$ cat src/rtl/ffn_pkg.sv
// Shared definitions for the FFN stream loader.
//   - default width constants used as parameter defaults
//   - loader state type
//   - bit-offset helpers for the flat vector / matrix packing
package ffn_pkg;

   localparam int DEF_DATA_WIDTH = 16;
   localparam int DEF_ACC_WIDTH  = 64;
   localparam int DEF_NEURON_NUM = 4;
   localparam int DEF_LAYER_W    = 4;

   typedef enum logic [2:0] {
      ST_IDLE,
      ST_LOAD_D,
      ST_LOAD_W,
      ST_RUN,
      ST_WAIT,
      ST_DRAIN
   } ffn_ld_state_t;

   // LSB of element i in a flat vector of w-bit elements
   function automatic int vec_lsb(input int i, input int w);
      return i * w;
   endfunction

   // LSB of element [r][c] in a flat row-major n x n matrix of w-bit elements
   function automatic int mat_lsb(input int r, input int c, input int n, input int w);
      return (r * n + c) * w;
   endfunction

endpackage

$ cat src/rtl/ffn_act_sat.sv
// Inter-layer activation for one neuron: saturates a signed accumulator to
// the signed data range. With FFN_LOADER_RELU_EN defined, negative results
// are additionally clamped to zero.
// Ports:
//   acc_i  signed ACC_WIDTH accumulator
//   act_o  signed DATA_WIDTH activation
module ffn_act_sat
   import ffn_pkg::*;
#(
   parameter int ACC_WIDTH  = DEF_ACC_WIDTH,
   parameter int DATA_WIDTH = DEF_DATA_WIDTH
) (
   input  logic signed [ACC_WIDTH-1:0]  acc_i,
   output logic signed [DATA_WIDTH-1:0] act_o
);

   localparam logic signed [DATA_WIDTH-1:0] SAT_MAX = {1'b0, {(DATA_WIDTH-1){1'b1}}};
   localparam logic signed [DATA_WIDTH-1:0] SAT_MIN = {1'b1, {(DATA_WIDTH-1){1'b0}}};

   logic                         fits;
   logic signed [DATA_WIDTH-1:0] sat;

   // value fits when every bit above the data sign bit copies the acc sign
   assign fits = (acc_i[ACC_WIDTH-1:DATA_WIDTH-1] == {(ACC_WIDTH-DATA_WIDTH+1){acc_i[ACC_WIDTH-1]}});

   always_comb begin
      sat = acc_i[DATA_WIDTH-1:0];
      if (!fits) sat = acc_i[ACC_WIDTH-1] ? SAT_MIN : SAT_MAX;
      act_o = sat;
`ifdef FFN_LOADER_RELU_EN
      if (sat[DATA_WIDTH-1]) act_o = '0;
`endif
   end

endmodule

$ cat src/rtl/ffn_stream_loader.sv
// Streams data and weights into local buffers, launches the FFN core, chains
// activated results into the next layer and streams the final accumulators
// out. Optional macro FFN_LOADER_RELU_EN adds ReLU to the inter-layer
// activation (final outputs are always raw accumulators).
// Ports:
//   clk, rst                  clock, synchronous active-high reset
//   start_i, layers_i         run request and layer count (0 means 1)
//   s_valid_i/s_ready_o/s_data_i   input element stream
//   core_data_o/core_weight_o/core_start_o/core_done_i/core_acc_i   core side
//   m_valid_o/m_ready_i/m_data_o/m_last_o   output element stream
//   busy_o, done_o            status
//
// state    | meaning
// ---------+-----------------------------------------------
// IDLE     | waiting for start_i
// LOAD_D   | accepting N data beats
// LOAD_W   | accepting N*N weight beats, row-major
// RUN      | core_start_o high for this single cycle
// WAIT     | waiting for core_done_i, then chain or drain
// DRAIN    | streaming N accumulators out
module ffn_stream_loader
   import ffn_pkg::*;
#(
   parameter int DATA_WIDTH = DEF_DATA_WIDTH,
   parameter int ACC_WIDTH  = DEF_ACC_WIDTH,
   parameter int NEURON_NUM = DEF_NEURON_NUM,
   parameter int LAYER_W    = DEF_LAYER_W
) (
   input  logic                                     clk,
   input  logic                                     rst,
   input  logic                                     start_i,
   input  logic [LAYER_W-1:0]                       layers_i,
   input  logic                                     s_valid_i,
   output logic                                     s_ready_o,
   input  logic [DATA_WIDTH-1:0]                    s_data_i,
   output logic [DATA_WIDTH*NEURON_NUM-1:0]         core_data_o,
   output logic [DATA_WIDTH*NEURON_NUM*NEURON_NUM-1:0] core_weight_o,
   output logic                                     core_start_o,
   input  logic                                     core_done_i,
   input  logic [ACC_WIDTH*NEURON_NUM-1:0]          core_acc_i,
   output logic                                     m_valid_o,
   input  logic                                     m_ready_i,
   output logic [ACC_WIDTH-1:0]                     m_data_o,
   output logic                                     m_last_o,
   output logic                                     busy_o,
   output logic                                     done_o
);

   localparam int N   = NEURON_NUM;
   localparam int DW  = DATA_WIDTH;
   localparam int AW  = ACC_WIDTH;
   localparam int DIW = (N > 1) ? $clog2(N) : 1;
   localparam int CW  = (N * N > 1) ? $clog2(N * N) : 1;
   localparam logic [DIW-1:0] D_LAST = DIW'(N - 1);
   localparam logic [CW-1:0]  W_LAST = CW'(N * N - 1);

   ffn_ld_state_t        state;
   logic [CW-1:0]        beat_cnt;
   logic [DIW-1:0]       out_idx;
   logic [DIW-1:0]       out_idx_nxt;
   logic [LAYER_W-1:0]   layers_q;
   logic [LAYER_W-1:0]   layer_cnt;
   logic                 s_fire;

   logic signed [DW-1:0] data_buf   [N];
   logic signed [DW-1:0] weight_buf [N*N];
   logic signed [DW-1:0] act_val    [N];
   logic signed [AW-1:0] acc_buf    [N];

   assign s_fire      = s_valid_i & s_ready_o;
   assign out_idx_nxt = out_idx + 1'b1;

   for (genvar r = 0; r < N; r++) begin : g_row
      ffn_act_sat #(.ACC_WIDTH(AW), .DATA_WIDTH(DW)) u_act (
         .acc_i (core_acc_i[vec_lsb(r, AW) +: AW]),
         .act_o (act_val[r])
      );
      assign core_data_o[vec_lsb(r, DW) +: DW] = data_buf[r];
      for (genvar c = 0; c < N; c++) begin : g_col
         assign core_weight_o[mat_lsb(r, c, N, DW) +: DW] = weight_buf[r*N + c];
      end
   end

   always_ff @(posedge clk) begin
      if (rst) begin
         state        <= ST_IDLE;
         beat_cnt     <= '0;
         out_idx      <= '0;
         layers_q     <= '0;
         layer_cnt    <= '0;
         s_ready_o    <= 1'b0;
         core_start_o <= 1'b0;
         m_valid_o    <= 1'b0;
         m_data_o     <= '0;
         m_last_o     <= 1'b0;
         busy_o       <= 1'b0;
         done_o       <= 1'b0;
         for (int i = 0; i < N; i++) begin
            data_buf[i] <= '0;
            acc_buf[i]  <= '0;
         end
         for (int i = 0; i < N * N; i++) weight_buf[i] <= '0;
      end else begin
         core_start_o <= 1'b0;
         done_o       <= 1'b0;
         case (state)
            ST_IDLE: begin
               if (start_i) begin
                  layers_q  <= (layers_i == '0) ? LAYER_W'(1) : layers_i;
                  layer_cnt <= '0;
                  beat_cnt  <= '0;
                  s_ready_o <= 1'b1;
                  busy_o    <= 1'b1;
                  state     <= ST_LOAD_D;
               end
            end
            ST_LOAD_D: begin
               if (s_fire) begin
                  data_buf[beat_cnt[DIW-1:0]] <= s_data_i;
                  if (beat_cnt[DIW-1:0] == D_LAST) begin
                     beat_cnt <= '0;
                     state    <= ST_LOAD_W;
                  end else begin
                     beat_cnt <= beat_cnt + 1'b1;
                  end
               end
            end
            ST_LOAD_W: begin
               if (s_fire) begin
                  weight_buf[beat_cnt] <= s_data_i;
                  if (beat_cnt == W_LAST) begin
                     beat_cnt     <= '0;
                     s_ready_o    <= 1'b0;
                     core_start_o <= 1'b1;
                     state        <= ST_RUN;
                  end else begin
                     beat_cnt <= beat_cnt + 1'b1;
                  end
               end
            end
            ST_RUN: begin
               state <= ST_WAIT;
            end
            ST_WAIT: begin
               if (core_done_i) begin
                  for (int r = 0; r < N; r++) acc_buf[r] <= core_acc_i[r*AW +: AW];
                  if (layer_cnt != layers_q - 1'b1) begin
                     // chain: activated results become the next layer's data,
                     // only the weights are re-streamed
                     layer_cnt <= layer_cnt + 1'b1;
                     for (int r = 0; r < N; r++) data_buf[r] <= act_val[r];
                     s_ready_o <= 1'b1;
                     state     <= ST_LOAD_W;
                  end else begin
                     out_idx   <= '0;
                     m_data_o  <= core_acc_i[0 +: AW];
                     m_valid_o <= 1'b1;
                     m_last_o  <= (D_LAST == DIW'(0));
                     state     <= ST_DRAIN;
                  end
               end
            end
            ST_DRAIN: begin
               if (m_valid_o && m_ready_i) begin
                  if (out_idx == D_LAST) begin
                     m_valid_o <= 1'b0;
                     m_last_o  <= 1'b0;
                     done_o    <= 1'b1;
                     busy_o    <= 1'b0;
                     state     <= ST_IDLE;
                  end else begin
                     out_idx  <= out_idx_nxt;
                     m_data_o <= acc_buf[out_idx_nxt];
                     m_last_o <= (out_idx_nxt == D_LAST);
                  end
               end
            end
            default: state <= ST_IDLE;
         endcase
      end
   end

endmodule

$ cat config.mk
export PLATFORM = sky130hd
export DESIGN_NAME = ffn_stream_loader
export DESIGN_NICKNAME = d
export VERILOG_FILES = /design/src/rtl/ffn_pkg.sv /design/src/rtl/ffn_act_sat.sv /design/src/rtl/ffn_stream_loader.sv
export SDC_FILE = /design/constraint.sdc
export NUM_CORES = 1
export LEC_CHECK = 0
export CELL_PAD_IN_SITES_DETAIL_PLACEMENT = 1
export CELL_PAD_IN_SITES_GLOBAL_PLACEMENT = 2
export CORE_MARGIN = 1.5
export CORE_UTILIZATION = 36
export CTS_CLUSTER_SIZE = 30
export DETAILED_ROUTE_END_ITERATION = 16
export PLACE_DENSITY = 0.94
export SLEW_MARGIN = 40
export SYNTH_ARGS = -nofsm -noshare
export SYNTH_HDL_FRONTEND = slang
export SYNTH_SLANG_ARGS = --single-unit
$ cat constraint.sdc
create_clock -name clk -period 17.8 [get_ports clk]
set_input_delay 3.56 -clock clk [delete_from_list [all_inputs] [get_ports clk]]
set_output_delay 3.56 -clock clk [all_outputs]
set_load 0.01 [all_outputs]
# Word level (Yosys, flattened, before mapping)
# Memory sizes are Yosys's and may differ from the RTL's.
# Cells that the tools add are included.
# W data, S select, Z words.
dict set report word_totals {
  ff_bits 87
  ram_bits 576
  inputBits 282
  output_inout_bits 390
  wordCells 167
  memories 3
}
dict set report classes {
  add_sub_neg 4
  eq_ne 25
  mux 89
  bitwise_logic 13
  n_reduce_logical 21
}
# name depth word_bits read_ports rd_clocked_by_memory_dff wr line_no
set mem_list {}
lappend mem_list {acc_buf 4 64 1 0 4 ffn_stream_loader.sv:68} ;# logic signed [AW-1:0] acc_buf [N];
lappend mem_list {weight_buf 16 16 16 0 16 ffn_stream_loader.sv:66} ;# logic signed [DW-1:0] weight_buf [N*N];
lappend mem_list {data_buf 4 16 4 0 4 ffn_stream_loader.sv:65} ;# logic signed [DW-1:0] data_buf [N];
# op n
set op_table {}
lappend op_table {{$mux W64} 8}
lappend op_table {{$mux W16} 14}
lappend op_table {{$eq A48 B48 Y1} 4}
lappend op_table {{$pmux W64 S2} 1}
lappend op_table {{$mux W4} 9}
lappend op_table {{$mux W1} 35}
lappend op_table {{$reduce_or A16 Y1} 2}
lappend op_table {{$mux W3} 9}
lappend op_table {{$ne A2 B2 Y1 const B} 11}
lappend op_table {{$pmux W3 S6} 1}
lappend op_table {{$reduce_and A4 Y1} 4}
lappend op_table {{$pmux W4 S3} 1}
lappend op_table {{$mux W2} 5}
lappend op_table {{$reduce_and A5 Y1} 2}
lappend op_table {{$add A4 B1 Y4 const B} 2}
lappend op_table {{$or A1 B1 Y1} 8}
lappend op_table {{$pmux W4 S2} 1}
lappend op_table {{$reduce_and A8 Y1} 1}
lappend op_table {{$eq A2 B2 Y1 const B} 3}
lappend op_table {{$eq A3 B2 Y1 const B} 2}
lappend op_table {{$eq A3 B3 Y1 const B} 2}
lappend op_table {{$pmux W1 S2} 3}
lappend op_table {{$reduce_and A6 Y1} 1}
lappend op_table {{$reduce_bool A2 Y1} 3}
lappend op_table {{15 further kinds} 20}

# Depth between registers and ports, before layout
# Gate-level depths: netlist of the first run.
dict set report depth {
  depth_word 9
  ltp_mapped 9
  mapped_depth_nobuf 7
}

# Cells and area by module
# A second synthesis of the first run with hierarchy kept.
dict set report unflattened {
  hier_cells 2151
  area_unflattened_um2 29946.2
}
# mod n_inst cells_per_inst area_per_inst_um2
set modules_own_cells {}
lappend modules_own_cells {ffn_stream_loader 1 1823 27669.0}
lappend modules_own_cells {ffn_act_sat 4 82 569.3}

# Worst setup path after synthesis of the first run
# Ideal clock, no wire load.
dict set report synth_timing {
  kind {in2reg}
  start {in rst}
  end {mem acc_buf[0][0] (netlist bit), enable pin}
  setup_ns 0.663
  arrival_ns 10.224
  t_required_ns 17.137
  path_slack_ns 6.913
  path_stages 3
  path_buffers 2
  cell_sequence {clkbuf_1 clkbuf_1 nand2b_1}
}
# element line_no
set synth_lines {}
lappend synth_lines {{start, declared} ffn_stream_loader.sv:30} ;# input logic rst,
lappend synth_lines {{end, declared} ffn_stream_loader.sv:68}

==> results of run 1 <==
synthesized netlist by cell type (22+ instances only):
library cell / n / area (um2)
a211oi_1: 49 / 368
a21oi_1: 82 / 410
a311oi_1: 65 / 569
and2_1: 466 / 2920
buf_2: 22 / 110
clkbuf_1: 157 / 589
dfxtp_1: 87 / 1740
edfxtp_1: 576 / 17300
inv_1: 57 / 214
mux4_2: 64 / 1440
nand2_1: 247 / 927
nand3_1: 28 / 140
nand4_1: 71 / 444
nor2_1: 68 / 255
nor3_1: 42 / 210
nor4_1: 26 / 163
o211ai_1: 50 / 375
or3_1: 32 / 200
or4_1: 25 / 188
final cells by class:
class,count,area share (%)
inverters,57,0.538
flip-flops and latches,663,47.9
well taps,1060,3.33
multi-input cells,1427,24.4
clock inverters,36,1.14
clock buffers,95,4.90
diodes,11,0.0692
repair buffers,711,17.8
power by group:
| group | switching (uW) | internal, uW | leakage (uW) | total, uW |
|---|---|---|---|---|
| Combinational | 241 | 173 | 0.00623 | 413 |
| Sequential | 44.6 | 1760 | 0.00665 | 1810 |
| Clock | 641 | 897 | 0.00116 | 1540 |
| Total | 926 | 2830 | 0.0140 | 3760 |
cells by family (layout without fill, tap and decap cells):
group                    Yosys count  count (layout)  share of synthesized area (%)
AO/OA/AOI/OAI                    301             301                           7.46
XOR/XNOR                           6               6                          0.228
adder cells (fa/ha/maj)            9               9                          0.381
buffers and inverters            247             899                           3.32
flip-flops                       663             663                           64.3
multiplexers                      65              65                           4.90
other                              0              11                              0
AND/OR/NAND/NOR                 1046            1046                           19.4
how the worst max path moves through the flow:
stage	start	endpoint	cells past startpoint
final	rst	weight_buf[11][11]	7
after global routing	rst	weight_buf[11][11]	7
after CTS	rst	weight_buf[15][2]	7
after detailed placement	rst	weight_buf[15][7]	7
after global placement	rst	acc_buf[1][36]	4
after floorplan	rst	acc_buf[0][0]	3
metal layers:
layer  vias to the layer above  global-route usage, %  routed length, um  share of wire (%)
li1                       9816                      -                  -                  -
met1                     11381                   31.0              42400                 37
met2                      1162                   46.6              57500                 50
met3                       263                   6.04               9260                8.1
met4                        32                   11.1               4980                4.4
met5                         -                      0                231               0.20
placed cells by master, fill, tap and decap left out, types with 4 or more instances in the layout:
master and count:
a211oi_1 49, a21oi_1 82, a311oi_1 65, a31oi_1 4
and2_1 465, buf_12 4, buf_2 7, buf_4 27
buf_6 8, bufinv_16 8, clkbuf_1 19, clkbuf_16 74
clkbuf_8 4, clkdlybuf4s50_1 663, clkinv_1 5, clkinv_2 10
dfxtp_1 86, diode_2 11, edfxtp_1 576, ha_1 8
inv_1 57, mux4_2 64, nand2_1 247, nand2b_1 7
nand3_1 28, nand4_1 71, nor2_1 60, nor2_2 7
nor3_1 36, nor3_4 6, nor4_1 26, o211ai_1 50
o211ai_2 10, o21ai_0 10, o22a_1 8, or2_2 17
or3_1 32, or4_1 25
state kept, by name (all words and copies together), names as in the netlist:
signal and cells:
out_idx 2, m_last_o 1, done_o 1, weight_buf 256
state 3, data_buf 64, s_ready_o 1, busy_o 1
beat_cnt 4, m_valid_o 1, m_data_o 64, layers_q 4
acc_buf 256, layer_cnt 4, core_start_o 1
through the flow:
| step | hold WS, ps | setup slack (ps) |
|---|---|---|
| 2_1_floorplan | 448 | 6910 |
| 3_3_place_gp | 467 | 10590 |
| 3_5_place_dp | 475 | 10580 |
| 4_1_cts | 485 | 11240 |
| 5_1_grt | 508 | 11140 |
| 6_report | 480 | 11370 |
tightest hold or removal path, delay by kind of cell, from the launching register on:
kind	cells	cell delay, ps
compound gates	1	50
flops	1	330
simple gates	1	60
==> flow_summary.json, run 1 <==
{
  "yosysSeqAreaShare_pct": 64.3,
  "slowest_stage": "nor2_1",
  "die-area_um2": 83900,
  "p_leak_uw": 0.0140,
  "hp-class": "reg2reg",
  "synth_edf_count": 576,
  "setup.worst_path.end_class": "register",
  "insertion_delay_ps": 620,
  "power_density_nw_per_um2": 94.5,
  "crit_family": "simple AND/OR/NAND/NOR gates",
  "io_buffer_count": 671,
  "rsz0062_at_grt": "no",
  "seq_area_um2": 19000,
  "reg2reg_depth": 10,
  "clock.fmax_mhz": 155,
  "slowest_delay_ps": 640,
  "clkTransAtPathRegs_ps": 60,
  "status": "completed",
  "first_pass_iters": 5,
  "synth_area_um2": 29600,
  "synth.avg_cell_area_um2": 12.7,
  "grt_pass1_vias": 23154,
  "dp_cells": 3917,
  "drive_above_1_share_pct": 9.27,
  "cts.sinks": 663,
  "cts_root_buf": "clkbuf_16",
  "postPlaceCellArea_um2": 37300,
  "drtIter0Drc": 2084,
  "final-hold-violation-count": 0,
  "post_cts_resized": 0,
  "fin_skew_ps": 29.9,
  "dp_hpwl_mm": 84.1,
  "worstPathBufferInverterCount": 2,
  "postCtsSetupRepairBufs": 0,
  "min_path_cells": 2,
  "grt_start_max_net_pins": 111,
  "drv_cap": 0,
  "holdPathEnd": "layers_q[3]",
  "worstMarginPinSlew_ps": 846,
  "cp.required_ps": 18060,
  "final_core_util_pct": 49.2,
  "fin_tns_setup_ps": 0,
  "grtUsageTotal_pct": 26.5,
  "ys.flop_type": "edfxtp_1",
  "worstPathCellList": "buf_4, buf_6, nand4bb_1, nor2_1, nand2_1, nor2_1, or2_2",
  "gp_congestion": 0.900,
  "routed_wl_mm": 114,
  "rr_startpoint": "layers_q[1]",
  "crit_top_cell": "nor2_1",
  "finalPower_uw": 3760,
  "critical_path_arrival_ps": 6690,
  "hold_start": "layers_q[3]",
  "ant_nets": 0,
  "crit_type": "in2reg",
  "synth.distinct_cells": 58,
  "cts_buffers": 73,
  "drc": 0,
  "relSlewSlack_pct": 43.6,
  "async_reset_ff_share_pct": 0,
  "multi_input_area_um2": 9710,
  "slew_violations": 0,
  "htreeDepth": 3,
  "regToRegEndpoint": "m_data_o[6]",
  "fin_cells": 4060,
  "fillers": 8240,
  "stdcell_area_um2": 39800,
  "route.detailed.wl_per_inst_um": 28.2,
  "finalCritPeriodShare_pct": 36.1,
  "postSynthCellCount": 2337,
  "vias": 22654,
  "fp-row-count": 104,
  "fin_crit_ps": 6430,
  "synth_seq_cells": 663,
  "syn-num-nets": 2628,
  "viasPerCell": 5.58,
  "finalSetupViolations": 0,
  "areaGrowthSynthToFinish_pct": 34.5,
  "start_kind": "primary input",
  "pin_count": 672,
  "grt_overflow_total": 0,
  "cts_hold_buf": 0,
  "worst-r2r-setup-slack_ps": 14210,
  "die_width_um": 290,
  "core_area_um2": 80900,
  "nets": 3224,
  "path_max_fanout": 76,
  "grt_antenna_before_repair": 29,
  "clockBufferDepth": 3,
  "cts_tree": "built",
  "dieHeight_um": 290,
  "start_util_pct": 36.6,
  "ir_worst_vdd_mv": 0.0716,
  "grt_pass1_wl_mm": 161,
  "yosysWarnings": 0
}
Note: power is estimated with default switching activity, not from simulation.
==> run 2, diff against run 1 <==
--- a/config.mk
+++ b/config.mk
@@ -8,10 +8,10 @@
 export CELL_PAD_IN_SITES_DETAIL_PLACEMENT = 1
 export CELL_PAD_IN_SITES_GLOBAL_PLACEMENT = 2
 export CORE_MARGIN = 1.5
-export CORE_UTILIZATION = 36
+export CORE_UTILIZATION = 30
 export CTS_CLUSTER_SIZE = 30
 export DETAILED_ROUTE_END_ITERATION = 16
-export PLACE_DENSITY = 0.94
+export PLACE_DENSITY = 0.85
 export SLEW_MARGIN = 40
 export SYNTH_ARGS = -nofsm -noshare
 export SYNTH_HDL_FRONTEND = slang
==> constraint.sdc (replaced) <==
create_clock -name clk -period 5.7 [get_ports clk]
set_input_delay 1.14 -clock clk [delete_from_list [all_inputs] [get_ports clk]]
set_output_delay 1.14 -clock clk [all_outputs]
set_load 0.01 [all_outputs]
==> run 2 against run 1 <==
Sequential power grew to 3.1 times the previous value. Final area is 1.2% higher. Critical endpoint is now data_buf[1][6]. Setup slack worse by 9600 ps. Die area is 20% higher. Critical path depth stayed put. Sequential share of layout area is 0.59 points lower. Global-route usage is 3.9 points lower. Non-clock buffer count is 16 higher. First-iteration DRC count is 8.0% lower.
==> flow_summary.json, run 2 (synthesis gave the netlist of run 1 again) <==
{
  "fin_skew_ps": 28.3,
  "drc": 0,
  "cts_tree": "built",
  "start_kind": "primary input",
  "drv_cap": 0,
  "worstMarginPinSlew_ps": 884,
  "grt_pass1_wl_mm": 164,
  "path_max_fanout": 16,
  "die_width_um": 317,
  "crit_type": "in2reg",
  "reg_top3": "acc_buf: 256 flops, weight_buf: 256 flops",
  "clkTransAtPathRegs_ps": 60,
  "clockBufferDepth": 3,
  "clock.fmax_mhz": 257,
  "dieHeight_um": 317,
  "insertion_delay_ps": 650,
  "io_buffer_count": 671,
  "layout_common_cells": "clkdlybuf4s50_1, edfxtp_1, and2_1",
  "viasPerCell": 5.19,
  "fillers": 10289,
  "drive_above_1_share_pct": 9.88,
  "dp_cells": 4160,
  "finalSetupViolations": 0,
  "fin_crit_ps": 3900,
  "power_density_nw_per_um2": 297,
  "hp-class": "reg2reg",
  "htreeDepth": 3,
  "grt_antenna_before_repair": 20,
  "grt_overflow_total": 0,
  "areaGrowthSynthToFinish_pct": 36.1,
  "drtIter0Drc": 1918,
  "grt_start_max_net_pins": 92,
  "layout_commonest_cell": "clkdlybuf4s50_1",
  "slowest_stage": "nor4_1",
  "slowest_delay_ps": 610,
  "post_cts_resized": 0,
  "nets": 3243,
  "grt_pass1_vias": 22765,
  "fp-row-count": 115,
  "ant_nets": 0,
  "postCtsSetupRepairBufs": 0,
  "worstPathCellList": "clkdlybuf4s50_1, buf_4, or3_1, nor4_1, o22a_1, a31o_2, o211ai_1",
  "first_pass_iters": 5,
  "routed_wl_mm": 116,
  "core_area_um2": 98100,
  "cts.sinks": 663,
  "cts_buffers": 76,
  "cts_root_buf": "clkbuf_16",
  "route.detailed.wl_per_inst_um": 27.0,
  "slew_violations": 0,
  "rsz0062_at_grt": "no",
  "start_util_pct": 30.2,
  "relSlewSlack_pct": 41.0,
  "ir_worst_vdd_mv": 0.198,
  "seq_area_um2": 19000,
  "die-area_um2": 101000,
  "fin_cells": 4317,
  "critical_path_arrival_ps": 4270,
  "cts_hold_buf": 0,
  "pin_count": 672,
  "setup.worst_path.end_class": "register",
  "p_leak_uw": 0.0142,
  "final-hold-violation-count": 0,
  "grtUsageTotal_pct": 22.6,
  "cp.required_ps": 6070,
  "vias": 22413,
  "gp_congestion": 0.848,
  "finalCritPeriodShare_pct": 68.4,
  "fin_tns_setup_ps": 0,
  "multi_input_area_um2": 9670,
  "dp_hpwl_mm": 82.3,
  "status": "completed"
}
## run 2: changes by cell type in the layout (fill, tap and decap cells not counted), moves of 3 or more
cell | previous run | this run
clkdlybuf4s50_1 | 663 | 666
buf_4 | 27 | 46
nor3_4 | 6 | 1
clkinv_1 | 5 | 9
buf_2 | 7 | 3
diode_2 | 11 | 15
nor2_2 | 7 | 3
clkbuf_16 | 74 | 78
bufinv_16 | 8 | 5
clkbuf_1 | 19 | 12
clkinv_2 | 10 | 16
clkbuf_8 | 4 | 11
nor2_1 | 60 | 64
nor3_2 | 1 | 4
## run 2: power breakdown
| part | internal [uW] | switching, uW | total (uW) |
|---|---|---|---|
| Clock | 2890 | 2120 | 5020 |
| Sequential | 5510 | 124 | 5630 |
| Combinational | 544 | 787 | 1330 |
## run 2: final timing paths
check | end | cells after the start | from | slack [ps]
min reg2reg | layers_q[3] | 2 | layers_q[3] | 480
max | data_buf[1][6] | 7 | core_acc_i[127] | 1800
min | layers_q[3] | 2 | layers_q[3] | 480
max reg2reg | data_buf[2][5] | 3 | state[2] | 2440
## run 2: metrics by stage
stage | setup WS [ps] | hold WS [ps] | area, um2 | utilization, % | total power [uW]
2_1_floorplan | 260 | 448 | 29600 | - | 6240
3_3_place_gp | 1110 | 464 | 37700 | 38.4 | 7030
3_5_place_dp | 1250 | 470 | 37700 | 38.4 | 7060
4_1_cts | 1950 | 480 | 40200 | 41.0 | 12100
5_1_grt | 1740 | 515 | 40300 | 41.0 | 12300
6_report | 1800 | 477 | 40300 | 41.1 | 12000
## run 2: critical path: cells and delay by family
kind | cells | cell delay (ps)
and+or+nand+nor | 2 | 990
buffers and inverters | 2 | 890
AOI/OAI and AO/OA | 3 | 1230
## run 2: layout make-up
type,instances,share of cell area (%)
Antenna cell,15,0.0932
Clock buffer,101,5.33
Clock inverter,40,0.910
Inverter,57,0.531
Multi-Input combinational cell,1427,24.0
Sequential cell,663,47.3
Tap cell,1287,4.00
Timing Repair Buffer,727,17.9
## run 2: per-layer routing
layer	routed length [um]	GRT usage [%]	vias to the layer above	share of wire, %
met1	46100	27.7	11353	40
met5	61	0	-	0.052
li1	-	-	9868	-
met2	56600	37.7	951	49
met3	8220	4.90	231	7.1
met4	5340	10.7	10	4.6
==> run 3, diff against run 2 <==
--- a/config.mk
+++ b/config.mk
@@ -8,10 +8,10 @@
 export CELL_PAD_IN_SITES_DETAIL_PLACEMENT = 1
 export CELL_PAD_IN_SITES_GLOBAL_PLACEMENT = 2
 export CORE_MARGIN = 1.5
-export CORE_UTILIZATION = 30
+export CORE_UTILIZATION = 34
 export CTS_CLUSTER_SIZE = 30
 export DETAILED_ROUTE_END_ITERATION = 16
-export PLACE_DENSITY = 0.85
+export PLACE_DENSITY = 0.9
 export SLEW_MARGIN = 40
 export SYNTH_ARGS = -nofsm -noshare
 export SYNTH_HDL_FRONTEND = slang
==> constraint.sdc (replaced) <==
create_clock -name clk -period 4 [get_ports clk]
set_input_delay 0.8 -clock clk [delete_from_list [all_inputs] [get_ports clk]]
set_output_delay 0.8 -clock clk [all_outputs]
set_load 0.01 [all_outputs]
==> run 3 against run 2 <==
Cell count shrank 2.7%. First-iteration DRC count shrank 14%. Via count grew 1.6%. Sequential share of layout area is essentially flat. Final area is essentially flat. Sequential cell count is the same. Combinational power grew 40%. Clock skew grew 3.9 ps. Global-route usage grew 2.8 points. Routed wire length shrank 1.0%. Non-clock buffer count grew 27. Clock power grew 38%. Largest cell class unchanged. Highest routed layer unchanged.
==> flow_summary.json, run 3 (synthesis gave the netlist of run 1 again) <==
{
  "drive_above_1_share_pct": 10.3,
  "postCtsSetupRepairBufs": 0,
  "stdcell_area_um2": 40300,
  "ir_worst_vdd_mv": 0.289,
  "cts_tree": "built",
  "viasPerCell": 5.42,
  "worstPathCellList": "clkdlybuf4s50_1, or4_1, nor4_1, buf_4, o22a_1, a31o_2, o211ai_1",
  "vias": 22768,
  "fin_skew_ps": 32.1,
  "worstPathBufferInverterCount": 2,
  "final-hold-violation-count": 0,
  "crit_family": "simple AND/OR/NAND/NOR gates",
  "postPlaceCellArea_um2": 37800,
  "cp.required_ps": 4340,
  "worst-r2r-setup-slack_ps": 930,
  "hp-class": "reg2reg",
  "rr_startpoint": "layers_q[0]",
  "regToRegEndpoint": "data_buf[3][8]",
  "drv_cap": 0,
  "grt_antenna_before_repair": 37,
  "final_core_util_pct": 46.6,
  "die_width_um": 298,
  "nets": 3269,
  "clkTransAtPathRegs_ps": 60,
  "dp_hpwl_mm": 83.8,
  "status": "completed",
  "grt_overflow_total": 0,
  "clockBufferDepth": 3,
  "hold_start": "layers_q[1]",
  "setup.worst_path.end_class": "register",
  "reg_top3": "acc_buf: 256 flops, weight_buf: 256 flops",
  "layout_commonest_cell": "clkdlybuf4s50_1",
  "routed_wl_mm": 115,
  "relSlewSlack_pct": 43.6,
  "gp_congestion": 0.931,
  "fillers": 8937,
  "slowest_stage": "nor4_1",
  "fin_cells": 4201,
  "cts.sinks": 663,
  "post_cts_resized": 0,
  "reg2reg_depth": 9,
  "p_leak_uw": 0.0143,
  "drtIter0Drc": 1640,
  "cts_root_buf": "clkbuf_16",
  "critical_path_arrival_ps": 3490,
  "min_path_cells": 2,
  "layout_common_cells": "clkdlybuf4s50_1, edfxtp_1, and2_1",
  "dp_cells": 4056,
  "core_area_um2": 86500,
  "finalSetupViolations": 0,
  "htreeDepth": 3,
  "first_pass_iters": 5,
  "insertion_delay_ps": 620,
  "fin_crit_ps": 3150,
  "holdPathEnd": "layers_q[1]",
  "areaGrowthSynthToFinish_pct": 36.1,
  "path_max_fanout": 15,
  "drc": 0,
  "power_density_nw_per_um2": 418,
  "worstMarginPinSlew_ps": 846,
  "clock.fmax_mhz": 317,
  "start_util_pct": 34.2,
  "die-area_um2": 88800,
  "pin_count": 672,
  "slew_violations": 0,
  "fp-row-count": 108,
  "dieHeight_um": 298,
  "finalCritPeriodShare_pct": 78.9,
  "io_buffer_count": 671,
  "grtUsageTotal_pct": 25.3,
  "grt_pass1_vias": 23935,
  "worst-path-stages": 7,
  "cts_buffers": 75,
  "grt_pass1_wl_mm": 166,
  "ant_nets": 0,
  "route.detailed.wl_per_inst_um": 27.4,
  "crit_type": "in2reg",
  "fin_tns_setup_ps": 0,
  "start_kind": "primary input",
  "rsz0062_at_grt": "no",
  "grt_start_max_net_pins": 98,
  "cts_hold_buf": 0,
  "slowest_delay_ps": 590
}
[run 3: cell count changes in the layout (fill, tap and decap cells not counted), sizes merged]
| cell | delta |
|---|---|
| clkbuf | -12 |
| clkdlybuf4s50 | +1 |
| buf | +27 |
| bufinv | +2 |
| diode | -4 |
| clkinv | -1 |
| clkinvlp | +3 |
[run 3: worst max path at each step]
stage,from,end,slack [ps]
6_report,core_acc_i[105],data_buf[1][10],850
3_3_place_gp,core_acc_i[105],data_buf[1][9],240
2_1_floorplan,rst,acc_buf[0][0],390
4_1_cts,core_acc_i[105],data_buf[1][10],890
3_5_place_dp,core_acc_i[105],data_buf[1][10],230
5_1_grt,layers_q[0],data_buf[3][2],700
[run 3: power by group]
group          leakage, uW  switching [uW]  internal (uW)
combinational      0.00645            1080            782
sequential         0.00665             177           7850
clock              0.00118            2900           4050
[run 3: through the flow]
step | total power, uW | setup WS, ps | hold slack [ps]
finish | 16800 | 846 | 496
global route | 17300 | 696 | 526
CTS | 17000 | 885 | 499
detailed placement | 10000 | 234 | 491
global placement | 9960 | 240 | 467
floorplan | 8880 | 389 | 448
[run 3: worst register-to-register path: cells and delay by family (launching register included)]
family / cells / cell delay, ps
buffers and inverters: 3 / 1030
AOI/OAI and AO/OA: 1 / 230
and+or+nand+nor: 3 / 680
DFF: 1 / 380
xor gates and xnor gates: 1 / 160
adders and majority gates: 1 / 310
[run 3: routing by layer]
layer  GRT usage (%)  vias to the layer above  part of all wire, %
met4            9.92                       46                  4.1
met2            43.4                     1094                   49
met3            7.44                      282                  8.6
li1                -                     9905                    -
met1            29.7                    11441                   38
met5               0                        -                 0.26
[run 3: layout make-up]
cell class / instances / area [um2] / share of cell area (%)
antenna: 11 / 27.5 / 0.0684
clock buffer: 90 / 2020 / 5.01
clock inverter: 44 / 429 / 1.07
inverter: 57 / 214 / 0.531
multi-input combinational: 1427 / 9650 / 24.0
sequential: 663 / 19000 / 47.3
tap: 1155 / 1450 / 3.59
timing repair buffer: 754 / 7440 / 18.5
